===== config.mk =====
export PLATFORM = sky130hd
export DESIGN_NAME = seven_segment_capture_flat
export DESIGN_NICKNAME = d
export VERILOG_FILES = /design/src/rtl/seven_segment_capture_if.sv /design/src/rtl/seven_segment_capture.sv /design/src/flat_wrapper.sv
export SDC_FILE = /design/constraint.sdc
export NUM_CORES = 1
export LEC_CHECK = 0
export BUFFER_PORTS_ARGS = -buffer_cell sky130_fd_sc_hd__buf_2
export CORE_MARGIN = 1.5
export CORE_UTILIZATION = 55
export CTS_BUF_LIST = sky130_fd_sc_hd__clkbuf_4 sky130_fd_sc_hd__clkbuf_8
export DETAILED_ROUTE_END_ITERATION = 16
export PLACE_DENSITY = 0.75
export SYNTH_ARGS = -nofsm -noshare
export SYNTH_HDL_FRONTEND = slang
export SYNTH_SLANG_ARGS = --single-unit

===== constraint.sdc =====
create_clock -name clk -period 2.7 [get_ports clk]
set_clock_uncertainty 0.1 [all_clocks]
set_input_delay 0.54 -clock clk [delete_from_list [all_inputs] [get_ports clk]]
set_output_delay 0.54 -clock clk [all_outputs]
set_load 0.05 [all_outputs]

===== src/rtl/seven_segment_capture_if.sv =====
// Bus between a multiplexed seven-segment driver and seven_segment_capture.
// The master drives the segment/anode lines; the slave returns the recovered digits.
interface seven_segment_capture_if;
    logic [6:0] seg_data;
    logic [3:0] AN_value;
    logic [3:0] a;
    logic [3:0] b;
    logic [3:0] c;
    logic [3:0] d;
    logic [3:0] digit_valid;
    logic       digit_strobe;
    logic       frame_valid;
    logic       err;

    modport master (
        output seg_data, AN_value,
        input  a, b, c, d, digit_valid, digit_strobe, frame_valid, err
    );

    modport slave (
        input  seg_data, AN_value,
        output a, b, c, d, digit_valid, digit_strobe, frame_valid, err
    );
endinterface


===== src/rtl/seven_segment_capture.sv =====
// Recovers four BCD digits from a multiplexed, active-low seven-segment display bus.
// Optional macro SEGCAP_ERR_EN enables the sticky decode/anode error flag on err.
module seven_segment_capture #(
    parameter int unsigned STABLE_CYCLES = 16
) (
    input logic                    clk,
    input logic                    reset,
    seven_segment_capture_if.slave bus
);

    typedef enum logic [0:0] {StCollect, StDone} state_e;

    localparam logic [7:0] StableMax = 8'(STABLE_CYCLES);

    // Two-deep sample pipe: s1 is the current sample, s2 the one before it.
    logic [3:0] an_s1_q, an_s2_q;
    logic [6:0] seg_s1_q, seg_s2_q;
    logic [7:0] cnt_q;
    logic       fired_q;
    state_e     state_q;
    logic [3:0] a_q, b_q, c_q, d_q;
    logic [3:0] valid_q;
    logic       strobe_q;
    logic       frame_q;

    logic       same;
    logic       window_hit;
    logic [3:0] sel;
    logic       an_onehot;
    logic       capture;
    logic [3:0] dec_val;

    assign same       = (an_s1_q == an_s2_q) && (seg_s1_q == seg_s2_q);
    // Counter at max means s2 is the last of a full stable run; fire once per run.
    assign window_hit = (cnt_q == StableMax) && !fired_q;
    assign sel        = ~an_s2_q;
    assign an_onehot  = (sel != 4'd0) && ((sel & (sel - 4'd1)) == 4'd0);
    assign capture    = window_hit && an_onehot;

    always_comb begin
        dec_val = 4'hE;
        case (seg_s2_q)
            7'b0000001: dec_val = 4'd0;
            7'b1001111: dec_val = 4'd1;
            7'b0010010: dec_val = 4'd2;
            7'b0000110: dec_val = 4'd3;
            7'b1001100: dec_val = 4'd4;
            7'b0100100: dec_val = 4'd5;
            7'b0100000: dec_val = 4'd6;
            7'b0001111: dec_val = 4'd7;
            7'b0000000: dec_val = 4'd8;
            7'b0000100: dec_val = 4'd9;
            7'b1111111: dec_val = 4'hF;
            default:    dec_val = 4'hE;
        endcase
    end

    always_ff @(posedge clk) begin
        if (!reset) begin
            an_s1_q  <= 4'b1111;
            an_s2_q  <= 4'b1111;
            seg_s1_q <= 7'b1111111;
            seg_s2_q <= 7'b1111111;
            cnt_q    <= 8'd0;
            fired_q  <= 1'b0;
            state_q  <= StCollect;
            a_q      <= 4'hF;
            b_q      <= 4'hF;
            c_q      <= 4'hF;
            d_q      <= 4'hF;
            valid_q  <= 4'b0000;
            strobe_q <= 1'b0;
            frame_q  <= 1'b0;
        end else begin
            an_s1_q  <= bus.AN_value;
            seg_s1_q <= bus.seg_data;
            an_s2_q  <= an_s1_q;
            seg_s2_q <= seg_s1_q;

            if (!same) begin
                cnt_q   <= 8'd1;
                fired_q <= 1'b0;
            end else if (cnt_q != StableMax) begin
                cnt_q <= cnt_q + 8'd1;
            end else begin
                fired_q <= 1'b1;
            end

            strobe_q <= capture;
            if (capture) begin
                unique case (sel)
                    4'b1000: a_q <= dec_val;
                    4'b0100: b_q <= dec_val;
                    4'b0010: c_q <= dec_val;
                    4'b0001: d_q <= dec_val;
                endcase
            end

            unique case (state_q)
                StCollect: begin
                    frame_q <= 1'b0;
                    if (capture) begin
                        valid_q <= valid_q | sel;
                        if ((valid_q | sel) == 4'b1111) begin
                            state_q <= StDone;
                            frame_q <= 1'b1;
                        end
                    end
                end
                StDone: begin
                    // A capture landing on the clear cycle survives the clear.
                    frame_q <= 1'b0;
                    state_q <= StCollect;
                    valid_q <= capture ? sel : 4'b0000;
                end
            endcase
        end
    end

`ifdef SEGCAP_ERR_EN
    logic an_idle;
    logic err_q;

    assign an_idle = (an_s2_q == 4'b1111);

    always_ff @(posedge clk) begin
        if (!reset) begin
            err_q <= 1'b0;
        end else if (window_hit && ((an_onehot && dec_val == 4'hE) || (!an_onehot && !an_idle))) begin
            err_q <= 1'b1;
        end
    end

    assign bus.err = err_q;
`else
    assign bus.err = 1'b0;
`endif

    assign bus.a            = a_q;
    assign bus.b            = b_q;
    assign bus.c            = c_q;
    assign bus.d            = d_q;
    assign bus.digit_valid  = valid_q;
    assign bus.digit_strobe = strobe_q;
    assign bus.frame_valid  = frame_q;

endmodule


===== src/flat_wrapper.sv =====
// flat-port wrapper written by rule: the top's interface ports become plain ports
module seven_segment_capture_flat 
#(
    parameter int unsigned STABLE_CYCLES = 16
)
  (clk, reset, bus_seg_data, bus_AN_value, bus_a, bus_b, bus_c, bus_d, bus_digit_valid, bus_digit_strobe, bus_frame_valid, bus_err);
  seven_segment_capture_if bus_i ();
  input logic clk;
  input logic reset;
  input wire logic [$bits(bus_i.seg_data)-1:0] bus_seg_data;
  input wire logic [$bits(bus_i.AN_value)-1:0] bus_AN_value;
  output wire logic [$bits(bus_i.a)-1:0] bus_a;
  output wire logic [$bits(bus_i.b)-1:0] bus_b;
  output wire logic [$bits(bus_i.c)-1:0] bus_c;
  output wire logic [$bits(bus_i.d)-1:0] bus_d;
  output wire logic [$bits(bus_i.digit_valid)-1:0] bus_digit_valid;
  output wire logic [$bits(bus_i.digit_strobe)-1:0] bus_digit_strobe;
  output wire logic [$bits(bus_i.frame_valid)-1:0] bus_frame_valid;
  output wire logic [$bits(bus_i.err)-1:0] bus_err;
  assign bus_i.seg_data = bus_seg_data;
  assign bus_i.AN_value = bus_AN_value;
  assign bus_a = bus_i.a;
  assign bus_b = bus_i.b;
  assign bus_c = bus_i.c;
  assign bus_d = bus_i.d;
  assign bus_digit_valid = bus_i.digit_valid;
  assign bus_digit_strobe = bus_i.digit_strobe;
  assign bus_frame_valid = bus_i.frame_valid;
  assign bus_err = bus_i.err;
  seven_segment_capture #(.STABLE_CYCLES(STABLE_CYCLES)) u_core (.clk(clk), .reset(reset), .bus(bus_i));
endmodule

; Word level (Yosys, flattened, before mapping)
; Cells that the tools add are included.
[op_classes]
mux = 9
eq_ne = 21
n_addsub = 2
n_reduce_logical = 13
n_bitwise = 4
[op_table]
columns = op, n
row1 = $pmux 4 s11, 1
row2 = $eq 7x7->1 const B, 3
row3 = $eq 7x3->1 const B, 2
row4 = $eq 7x6->1 const B, 2
row5 = $reduce_and 2->1, 5
row6 = $add 8x1->8 const B, 1
row7 = $eq 4x4->1 const B, 2
row8 = $eq 8x5->1 const B, 1
row9 = $mux 4, 2
row10 = $ne 8x5->1 const B, 1
row11 = $pmux 4 s2, 1
row12 = $eq 7x1->1 const B, 1
row13 = $eq 7x4->1 const B, 1
row14 = $eq 7x5->1 const B, 1
row15 = $eq 7x7->1, 1
row16 = $logic_not 7->1, 1
row17 = $and 4x4->4, 1
row18 = $eq 4x1->1 const B, 1
row19 = $eq 4x2->1 const B, 1
row20 = $eq 4x3->1 const B, 1
row21 = $eq 4x4->1, 1
row22 = $logic_and 1x1->1, 4
row23 = $logic_not 4->1, 1
row24 = $mux 1, 4
row25 = other kinds (9), 9
[word_totals]
word_cells = 63
inputBits = 13
output_inout_bits = 23
reg_bits = 53

; Depth between registers and ports, before layout
[logic_depth]
depth_word = 8
mapped_depth = 8
ltp_nobuf = 7

; Worst setup path after synthesis
; OpenSTA, ideal clock, no wires.
[synth_timing]
kind = reg-to-reg
startpoint = register u_core.cnt_q[0]
endpoint = register u_core.c_q[3], in the netlist u_core.bus.c[3]
n_path_buf = 0
arrival_time_ps = 1693
path_stages_with_launch = 8
setup_ps = 129
setup_slack_ps = 778
period_less_slack_ps = 1922
required_ps = 2471
cell_sequence = dfxtp_1 -> inv_1 -> ha_1 -> nor4b_2 -> nand3_1 -> nor4b_4 -> mux2i_1 -> nand2_1
[synth_via]
elab_chain_cells = 4
[synth_lines]
columns = item, line
row1 = "start, declared", seven_segment_capture.sv:18  ; logic [7:0] cnt_q;
row2 = "start signal, assigned", seven_segment_capture.sv:84  ; cnt_q <= cnt_q + 8'd1;
row3 = $eq 8x5->1, seven_segment_capture.sv:35  ; assign window_hit = (cnt_q == StableMax) && !fired_q;
row4 = $logic_and 1x1->1, seven_segment_capture.sv:35
row5 = $logic_and 1x1->1, seven_segment_capture.sv:38  ; assign capture = window_hit && an_onehot;
row6 = $reduce_and 2->1 (no line), -
row7 = "end signal, assigned", seven_segment_capture.sv:94  ; 4'b0010: c_q <= dec_val;
row8 = "end, declared", seven_segment_capture.sv:21  ; logic [3:0] a_q, b_q, c_q, d_q;
; Every way passes these cells.
; A chain may end at the register's enable or synchronous reset.

; Worst setup path after layout
[layout_timing]
startpoint = register u_core.seg_s2_q[0]
endpoint = register u_core.d_q[1], in the netlist u_core.bus.d[1]
[layout_via]
elab_chain_cells = 2
word_cells_on_any_way = 12
classes_between = eq/ne (10) / mux (1) / reduce/logical (1)
[layout_lines]
columns = item, line
row1 = "start, declared", seven_segment_capture.sv:17  ; logic [6:0] seg_s1_q, seg_s2_q;
row2 = "start signal, assigned", seven_segment_capture.sv:78  ; seg_s2_q <= seg_s1_q;
row3 = $eq 7x7->1 (tied with other cells), seven_segment_capture.sv:42  ; case (seg_s2_q)
row4 = $pmux 4 s11 (*), seven_segment_capture.sv:42
row5 = "end signal, assigned", seven_segment_capture.sv:95  ; 4'b0001: d_q <= dec_val;
row6 = "end, declared", seven_segment_capture.sv:21
; Every way passes the cells marked *; elsewhere a longest branch is shown, timed or not.

==> key figures <==
Routing
  • DRC errors left: 0
  • Post-route ant nets: 0
  • DR vias: 1,728
  • TritonRoute pass-1 iters: 4
  • Via density: 5.38
  • Detailed Route Iter0 Violations: 132
  • Routed len/inst: 13.0 um
  • Routed WL: 4170 um

Setup path
  • Worst Path Arrival: 2.24 ns
  • Crit path max fanout: 12
  • Critical Path Max Stage Delay: 0.58 ns
  • Crit. End Element: flip-flop
  • WS Path Type: flip-flop to flip-flop
  • R2R Setup Slk: 0.54 ns
  • CP Launch Type: flip-flop
  • Top Family by Delay on Critical Path: compound AO/OA/AOI/OAI gates
  • Buf/Inv on CP: 0
  • WP data required: 2.78 ns
  • CP max stage cell: dfxtp_1
  • Worst path cell trace: or4b_4 -> a21oi_4 -> nor4_4 -> a2111oi_4 -> a21oi_1

Cells and area
  • Final Cell Area: 2660 um^2
  • Fin util: 0.656
  • Antenna diode count: 0
  • Synth-to-Final Area Change: 12.8%
  • NumNets Final: 285
  • Share of layout cells above drive strength 1: 0.192
  • Fillers: 346

Synthesis
  • Post-synth cell types: 44
  • Post-synthesis cell area: 2360 um^2
  • Average cell area after synthesis: 9.71 um^2
  • Post-synthesis sequential area ratio: 0.450
  • Post-Synthesis Net Count: 258
  • Mapped Cells: 243
  • Number of synthesized flops with an enable pin: 0
  • Syn. warnings: 0
  • Post-synth ARST share: 0
  • Flops & latches, synth: 53
  • Dominant synthesized flop cell: dfxtp_1

STA
  • Final worst slack: 0.541 ns
  • Final Hold Viols: 0
  • Total Neg Setup Slack: 0 ns
  • Worst Max-Slew Pin Slew: 0.499 ns
  • Final Max Tran Viols: 0
  • RSZ-0062 raised after global routing: false
  • Min cycle time layout: 2.16 ns
  • Peak Freq: 0.463 GHz
  • # setup viols final: 0
  • Tcrit/Tclk final: 0.800
  • Max_slew headroom: 0.666

Clocking
  • CTS tree: done
  • Clock latency on the worst-skew pair: 0.30 ns
  • Clock root buffer: clkbuf_8
  • H-Tree Level Count: 2
  • Clk slew on worst S/H paths: 0.10 ns
  • CTS Hold Buffers Added: 0
  • Post-CTS sizing: 0
  • Setup bufs post-CTS: 0
  • Clock tree buffer depth: 2
  • Total CTS buffers: 5
  • CTS sink cnt: 53

Floorplan
  • Total Die Area: 4690 um^2
  • Initial Util: 0.582
  • Die W: 68.5 um
  • Top Ports: 36
  • CORE AREA: 4060 um^2
  • Cell Rows: 23
  • Die Ht: 68.5 um

Place
  • Gpl congestion: 0.862
  • Pre-CTS WS: 0.547 ns
  • Area after DPL: 2530 um^2
  • Port Buffers: 34
  • DP Wirelength: 2940 um

Global routing
  • First-pass GRT wire length: 6840 um
  • Vias in the first global route: 1,550
  • Largest net degree at the start of global routing: 26
  • Gr ovfl total: 0
  • Global Route Usage Sum: 0.196
  • Initial antenna violation count: 0

Pwr
  • Leakage: 0.00103 uW
  • Pwr Density: 580 nW/um^2
  • Total power: 1540 uW
  • Max VDD drop: 324 uV

Worst hold path
  • Worst min path class: input pin to flip-flop

Job
  • Max-cap violations: 0

Outcome
  • Status: finished, final reports clean
==> area by class of cell <==
cell class,count,area [um^2],area share
Multi-Input combinational cell,168,1200,0.449
Sequential cell,53,1060,0.399
Timing Repair Buffer,36,185,0.0696
Clock buffer,5,68.8,0.0259
Clock inverter,3,65.1,0.0244
Tap cell,50,62.6,0.0235
Inverter,6,22.5,0.00846
==> where the power goes <==
part / switching, uW / total [uW] / internal (uW) / leakage [uW]
registers: 22.6 / 820 / 798 / 0.000433
clock network: 256 / 625 / 368 / 0.0000681
logic: 48.1 / 98.1 / 50.0 / 0.000526
==> Yosys cell counts, types with 2 or more instances <==
library cell	n	area (um^2)
buf_2	7	35.0
xor2_1	3	26.3
o311a_1	2	20.0
o21ai_0	2	10.0
nor2b_1	9	56.3
nor3b_1	11	82.6
inv_1	6	22.5
and3b_1	2	17.5
nor2_1	16	60.1
xnor2_1	16	140
a31oi_1	3	18.8
clkbuf_1	7	26.3
nand3_1	8	40.0
nor4b_1	4	35.0
and4_1	4	35.0
and3_1	2	12.5
a21boi_0	2	15.0
o21a_1	4	30.0
nand2_1	11	41.3
nor4b_4	2	47.6
nand2b_1	24	150
ha_1	2	25.0
a21oi_1	13	65.1
nand4_1	3	18.8
nor3_1	5	25.0
dfxtp_1	53	1060
mux2i_1	5	50.1
==> state kept, by name, summed over array words and instances, names as in the netlist <==
name,cells
u_core.bus.c,4
u_core.bus.digit_strobe,1
u_core.state_q,1
u_core.an_s1_q,4
u_core.bus.b,4
u_core.fired_q,1
u_core.an_s2_q,4
u_core.bus.digit_valid,4
u_core.seg_s2_q,7
u_core.seg_s1_q,7
u_core.cnt_q,8
u_core.bus.a,4
u_core.bus.d,4
==> layer usage <==
metal / routed length (um) / up-vias / track usage
met1: 2060 / 796 / 0.256
li1: - / 891 / -
met4: 63 / 0 / 0.0800
met2: 1870 / 33 / 0.309
met5: 0 / - / 0
met3: 179 / 8 / 0.0503
==> cell usage in the layout, fill, tap and decap left out, types with 5 or more instances in the layout <==
master and instances:
a21oi_1 13, buf_2 34, clkbuf_8 5, dfxtp_1 53, inv_1 6, mux2i_1 5
nand2_1 11, nand2b_1 24, nand3_1 8, nor2_1 16, nor2b_1 9, nor3_1 5
nor3b_1 11, xnor2_1 16
==> cells by family (layout without fill, tap and decap cells) <==
family	count (synthesis)	count (layout)	synth area share
AOI/OAI and AO/OA	34	34	0.107
xor gates and xnor gates	19	19	0.0705
adders and majority gates	2	2	0.0106
buffers and inverters	22	50	0.0435
DFF	53	53	0.450
muxes	5	5	0.0212
other	1	1	0.00159
and+or+nand+nor	107	107	0.296
==> worst paths after layout <==
path | startpoint | end | cells past startpoint
worst max-delay path | u_core.seg_s2_q[0]$_SDFF_PN1_ | u_core.bus.d[1]$_SDFFE_PN1P_ | 5
worst min-delay path | bus_seg_data[2] | u_core.seg_s1_q[2]$_SDFF_PN1_ | 2
worst max register to register | u_core.seg_s2_q[0]$_SDFF_PN1_ | u_core.bus.d[1]$_SDFFE_PN1P_ | 5
worst min register to register | u_core.seg_s1_q[4]$_SDFF_PN1_ | u_core.seg_s2_q[4]$_SDFF_PN1_ | 1
==> metrics by stage <==
stage,hold slack (ns),cells
after global routing,0.306,321
after global placement,0.341,313
after detailed placement,0.349,313
after CTS,0.299,321
final,0.309,321
after floorplan,0.332,243
No activity file was read; power rests on OpenSTA's default activity.
